===== config.mk =====
export PLATFORM = sky130hd
export DESIGN_NAME = prom_loader
export DESIGN_NICKNAME = d
export VERILOG_FILES = /design/src/rtl/prom_loader.sv
export SDC_FILE = /design/constraint.sdc
export NUM_CORES = 1
export LEC_CHECK = 0
export CAP_MARGIN = 20
export CORE_MARGIN = 1
export CORE_UTILIZATION = 49
export CTS_BUF_LIST = sky130_fd_sc_hd__clkbuf_8
export DETAILED_ROUTE_END_ITERATION = 8
export GPL_TIMING_DRIVEN = 0
export PLACE_DENSITY = 0.85
export SETUP_SLACK_MARGIN = 0.3
export SYNTH_ARGS = -nofsm -noshare
export SYNTH_HDL_FRONTEND = slang
export SYNTH_SLANG_ARGS = --single-unit

===== constraint.sdc =====
create_clock -name clk -period 1.75 [get_ports clk]
set_input_delay 0.175 -clock clk [delete_from_list [all_inputs] [get_ports clk]]
set_output_delay 0.175 -clock clk [all_outputs]
set_load 0.05 [all_outputs]

===== src/rtl/prom_loader.sv =====
// prom_loader: framed boot loader sitting between the UART receiver and the
// instruction PROM write port. Parses sync, length, little-endian 16-bit
// words and (optionally) an XOR checksum, writes each word to the PROM and
// keeps the CPU in reset until a complete image has been accepted.
//
// Build option: define PROM_LOADER_CHECKSUM_EN to expect a trailing XOR
// checksum byte (length byte XOR all data bytes). Without it the frame ends
// on the last high byte and error code 2 can never occur.
module prom_loader #(
    parameter int         ROM_WORDS     = 16,
    parameter int         ADDR_BITS     = $clog2(ROM_WORDS),
    parameter logic [7:0] SYNC_BYTE     = 8'hA5,
    parameter int         TIMEOUT_TICKS = 1024
) (
    input  logic                 clk,
    input  logic                 reset_n,
    input  logic [7:0]           rx_data_i,
    input  logic                 rx_ready_i,
    output logic                 rx_ack_o,
    input  logic                 reload_i,
    output logic                 prom_we_o,
    output logic [ADDR_BITS-1:0] prom_addr_o,
    output logic [15:0]          prom_data_o,
    output logic                 cpu_reset_o,
    output logic                 busy_o,
    output logic                 done_o,
    output logic                 error_o,
    output logic [1:0]           error_code_o
);

    localparam int TO_BITS = $clog2(TIMEOUT_TICKS + 1);
    localparam logic [TO_BITS-1:0] TO_LAST = TO_BITS'(TIMEOUT_TICKS - 1);

    localparam logic [1:0] ERR_NONE    = 2'd0;
    localparam logic [1:0] ERR_LENGTH  = 2'd1;
`ifdef PROM_LOADER_CHECKSUM_EN
    localparam logic [1:0] ERR_CSUM    = 2'd2;
`endif
    localparam logic [1:0] ERR_TIMEOUT = 2'd3;

    typedef enum logic [2:0] {
        S_IDLE,
        S_LEN,
        S_LOW,
        S_HIGH,
        S_CSUM,
        S_DONE,
        S_ERROR
    } state_t;

    state_t               state;
    logic [ADDR_BITS-1:0] word_idx;
    logic [ADDR_BITS-1:0] last_idx;
    logic [7:0]           low_byte;
    logic [TO_BITS-1:0]   tick_cnt;
`ifdef PROM_LOADER_CHECKSUM_EN
    logic [7:0]           csum;
`endif

    // Every byte offered by the UART is consumed, whether it is used or dropped.
    assign rx_ack_o = rx_ready_i;

    // A frame is in progress while the parser sits in any in-frame state.
    assign busy_o = (state == S_LEN) || (state == S_LOW) ||
                    (state == S_HIGH) || (state == S_CSUM);

    // Frame parser, PROM write strobe, inter-byte timeout and CPU reset control.
    always_ff @(posedge clk or negedge reset_n) begin
        if (!reset_n) begin
            state        <= S_IDLE;
            cpu_reset_o  <= 1'b1;
            prom_we_o    <= 1'b0;
            prom_addr_o  <= '0;
            prom_data_o  <= '0;
            done_o       <= 1'b0;
            error_o      <= 1'b0;
            error_code_o <= ERR_NONE;
            word_idx     <= '0;
            last_idx     <= '0;
            low_byte     <= '0;
            tick_cnt     <= '0;
`ifdef PROM_LOADER_CHECKSUM_EN
            csum         <= '0;
`endif
        end else begin
            prom_we_o <= 1'b0;
            if (reload_i) begin
                state        <= S_IDLE;
                cpu_reset_o  <= 1'b1;
                done_o       <= 1'b0;
                error_o      <= 1'b0;
                error_code_o <= ERR_NONE;
                word_idx     <= '0;
                tick_cnt     <= '0;
`ifdef PROM_LOADER_CHECKSUM_EN
                csum         <= '0;
`endif
            end else begin
                case (state)
                    S_IDLE: begin
                        if (rx_ready_i && (rx_data_i == SYNC_BYTE)) begin
                            state    <= S_LEN;
                            tick_cnt <= '0;
                        end
                    end

                    S_LEN, S_LOW, S_HIGH, S_CSUM: begin
                        if (rx_ready_i) begin
                            tick_cnt <= '0;
                            if (state == S_LEN) begin
`ifdef PROM_LOADER_CHECKSUM_EN
                                csum <= rx_data_i;
`endif
                                if ((rx_data_i == 8'd0) || (int'(rx_data_i) > ROM_WORDS)) begin
                                    state        <= S_ERROR;
                                    error_o      <= 1'b1;
                                    error_code_o <= ERR_LENGTH;
                                end else begin
                                    last_idx <= ADDR_BITS'(rx_data_i - 8'd1);
                                    word_idx <= '0;
                                    state    <= S_LOW;
                                end
                            end else if (state == S_LOW) begin
                                low_byte <= rx_data_i;
`ifdef PROM_LOADER_CHECKSUM_EN
                                csum     <= csum ^ rx_data_i;
`endif
                                state    <= S_HIGH;
                            end else if (state == S_HIGH) begin
`ifdef PROM_LOADER_CHECKSUM_EN
                                csum        <= csum ^ rx_data_i;
`endif
                                prom_data_o <= {rx_data_i, low_byte};
                                prom_addr_o <= word_idx;
                                prom_we_o   <= 1'b1;
                                if (word_idx == last_idx) begin
`ifdef PROM_LOADER_CHECKSUM_EN
                                    state  <= S_CSUM;
`else
                                    state  <= S_DONE;
                                    done_o <= 1'b1;
`endif
                                end else begin
                                    word_idx <= word_idx + 1'b1;
                                    state    <= S_LOW;
                                end
                            end else begin
`ifdef PROM_LOADER_CHECKSUM_EN
                                if (rx_data_i == csum) begin
                                    state  <= S_DONE;
                                    done_o <= 1'b1;
                                end else begin
                                    state        <= S_ERROR;
                                    error_o      <= 1'b1;
                                    error_code_o <= ERR_CSUM;
                                end
`else
                                state <= S_IDLE;
`endif
                            end
                        end else if (tick_cnt == TO_LAST) begin
                            state        <= S_ERROR;
                            error_o      <= 1'b1;
                            error_code_o <= ERR_TIMEOUT;
                        end else begin
                            tick_cnt <= tick_cnt + 1'b1;
                        end
                    end

                    S_DONE: begin
                        cpu_reset_o <= 1'b0;
                    end

                    S_ERROR: begin
                        cpu_reset_o <= 1'b1;
                    end

                    default: begin
                        state <= S_IDLE;
                    end
                endcase
            end
        end
    end

endmodule

==> run_results.csv <==
group,metric,value,unit
grt,grt_antenna_before_repair,0,
logic_synthesis,avgSynthCellArea,11.5,um^2
timing,clock.fmax,537,MHz
setup_path,worstPathArrival,2.06,ns
floorplan,io_pins,40,
min_path,hold_class,"in -> reg",
logic_synthesis,syn_nets,260,
place,io_buffers,38,
setup_path,r2r_setup_slack,-0.11,ns
floorplan,core,5510,um^2
min_path,min_from,"rx_data_i[1]",
layout,drive_above_1_share,0.519,
place,place_hpwl,4340,um
grt,use_met1,0.369,
grt,gr-total-overflow,0,
timing,setup_tns,-0.564,ns
timing,maxSlewViolCount,0,
logic_synthesis,ys_ff_latch,55,
setup_path,reg2reg_depth,5,
setup_path,worstSetupPathType,"reg -> reg",
detailed_routing,remaining_drc_errors,0,
detailed_routing,drt_iter0_drc,349,
grt,grt_pass1_wl,12800,um
setup_path,r2r_start,"tick_cnt[3]",
grt,met2_usage,0.447,
place,placed_area,3450,um^2
grt,first_global_vias,2453,
logic_synthesis,ys_seq_area_frac,0.491,
timing,hold_viol_final,0,
place,gp_congestion,0.865,
logic_synthesis,synthCells,244,
logic_synthesis,synth-xor-area-share,0.0250,
timing,post-route-period-util,1.06,
detailed_routing,vias_per_cell,6.11,
detailed_routing,antenna_left,0,
setup_path,crit_path_max_fanout,4,
floorplan,die_w,77.7,um
logic_synthesis,synth_compound_area_frac,0.129,
logic_synthesis,synth_ff_type,"dfrtp_1",
timing,slew_headroom,0.589,
floorplan,die-area,6030,um^2
grt,top_usage_layer,"met2",
logic_synthesis,synth_area_leaders,"dfrtp_1 48%, mux2_2 12%, a21oi_1 2.5%",
setup_path,cp.required,1.95,ns
timing,finalCriticalPeriod,1.86,ns
clocking,htree_levels,2,
timing,setup-violations-final,15,
clocking,cts_tree,"done",
layout,antenna_cells,0,
logic_synthesis,async_reset_ff_frac,1.00,
clocking,clk_pin_slew,0.11,ns
min_path,min_to,"low_byte[1]",
grt,grt.total_usage,0.273,
logic_synthesis,synth_top_family_by_area,"simple AND/OR/NAND/NOR gates",
layout,area_delta_synth_final,52.0,%
logic_synthesis,synth_simple_gate_area_frac,0.153,
clocking,cts_root_buffer,"clkbuf_8",
outcome,violations,"negative setup slack",
power_and_ir_drop,power_density,1370,nW/um^2
logic_synthesis,synth_edf_count,0,
logic_synthesis,synth_cell_types,58,
timing,finClkSkew,0.00436,ns
grt,use_met3,0.0329,
setup_path,reg2reg_to,"state[1]",
clocking,cts.sinks,55,
timing,final.setup.worst_slack,-0.111,ns
logic_synthesis,synth_top_area_cell,"dfrtp_1",
timing,rsz0062_at_grt,"yes",
detailed_routing,firstDrtPassIters,5,
clocking,insertion_delay,0.31,ns
power_and_ir_drop,ir_worst_vdd,0.995,mV
timing,worstMarginPinSlew,0.617,ns
logic_synthesis,synth_top_area_frac,0.482,
clocking,ctsLongestPathBuffers,2,
floorplan,start_util,0.509,
logic_synthesis,synthMuxAreaShare,0.144,
logic_synthesis,syn-cell-area,2810,um^2
detailed_routing,vias,2534,
layout,final_area,4260,um^2
floorplan,rows,27,
detailed_routing,routed_wl,8760,um
setup_path,critPathLaunchType,"register",
power_and_ir_drop,p_leak,1.98,nW
detailed_routing,wire_per_inst,21.1,um
logic_synthesis,synthAdderAreaFrac,0.0178,
outcome,status,"finished, violations left",
floorplan,die_y,77.7,um
setup_path,cp-end-kind,"register",
job,maxCapViolations,0,
logic_synthesis,ys_warn_count,0,
layout,nNetsFinal,358,
clocking,cts_buffers,5,
min_path,whs_path_depth,2,
grt,grt_max_degree,30,
critical path: stages, from the launching register on:
cell and delay (ns):
dfrtp_1 0.44, nand4_1 0.16, or4b_4 0.60, nand2_2 0.11, o21ai_2 0.10, mux2_1 0.34
worst max-delay path by stage:
stage	slack, ns	endpoint	cells after the start	startpoint
after floorplan	0.001	state[0]	5	state[1]
after global placement	-1.32	word_idx[0]	1	reset_n
after detailed placement	-0.48	last_idx[0]	8	rx_data_i[0]
after CTS	-0.01	state[2]	5	state[0]
after global routing	-0.11	state[2]	7	last_idx[2]
final	-0.11	state[1]	5	tick_cnt[3]
state kept, by name (all words and copies together), names as in the netlist, 2 cells and up:
signal / cells
error_code_o: 2
last_idx: 4
low_byte: 8
prom_addr_o: 4
prom_data_o: 16
state: 3
tick_cnt: 11
word_idx: 4
power by group:
group	total, W	leakage (nW)	internal (W)	switching (W)
clock	0.000746	0.0408	0.000288	0.000458
combinational	0.00320	1.22	0.00141	0.00179
sequential	0.00189	0.716	0.00160	0.000285
total	0.00583	1.98	0.00330	0.00253
cell type report:
type	count	area, um^2
flip-flops and latches	55	1390
plain buffers	12	125
clock inverters	3	23.8
fillers	292	1240
clock buffers	5	68.8
repair buffers	91	856
inverters	9	36.3
well taps	72	90.1
multi-input cells	168	1670
metal layers:
metal | share of wire | up-vias
met5 | 0 | -
met4 | 0.032 | 0
met2 | 0.49 | 157
li1 | - | 1086
met3 | 0.062 | 39
met1 | 0.41 | 1252
cell families (layout without fill, tap and decap cells):
kind of cell | count (synthesis) | count (layout)
AND/OR/NAND/NOR | 66 | 66
flip-flops | 55 | 55
AO/OA/AOI/OAI | 54 | 54
multiplexers | 36 | 36
buffers and inverters | 21 | 120
XOR/XNOR | 8 | 8
adder cells (fa/ha/maj) | 4 | 4
synth_stat cells, drive strengths merged, types with 4 or more instances:
cell / number
ha: 4
nor3: 7
mux2: 34
inv: 9
buf: 12
a31oi: 4
nand4: 5
nor4: 6
a21oi: 15
xor2: 6
dfrtp: 54
o21ai: 16
nand2: 15
nand3: 4
nor2: 14
repair_timing:
action | CTS | global route
buffers inserted | 30 | 17
cloned | 3 | 1
gates resized for setup | 116 | 41
endpoints found under the hold margin | 26 | 0
pin swaps | 14 | 19
hold buffers | 1 | 0
setup endpoints to repair | 80 | 58
cells in the final DEF, fill, tap and decap left out, types with 5 or more instances in the layout:
cell and instances:
a21oi_1 6, dlygate4sd2_1 26, a21oi_2 9, dfrtp_1 45
nand2_1 12, buf_2 6, inv_1 6, buf_4 35
buf_6 18, o21ai_1 9, clkbuf_8 5, dfrtp_2 9
mux2_4 33, nor2_1 6, o21ai_2 5
stage by stage:
stage               instances   util  total power (W)  hold WS [ns]  setup WS [ns]
floorplan                 244      -          0.00351        -0.121        0.00114
global placement          354  0.624          0.00413         0.483          -1.32
detailed placement        355  0.626          0.00420         0.220         -0.484
CTS                       397  0.734          0.00536         0.184        -0.0134
global route              415  0.774          0.00604         0.163         -0.114
finish                    415  0.774          0.00583         0.181         -0.111
No activity file was read; power rests on OpenSTA's default activity.
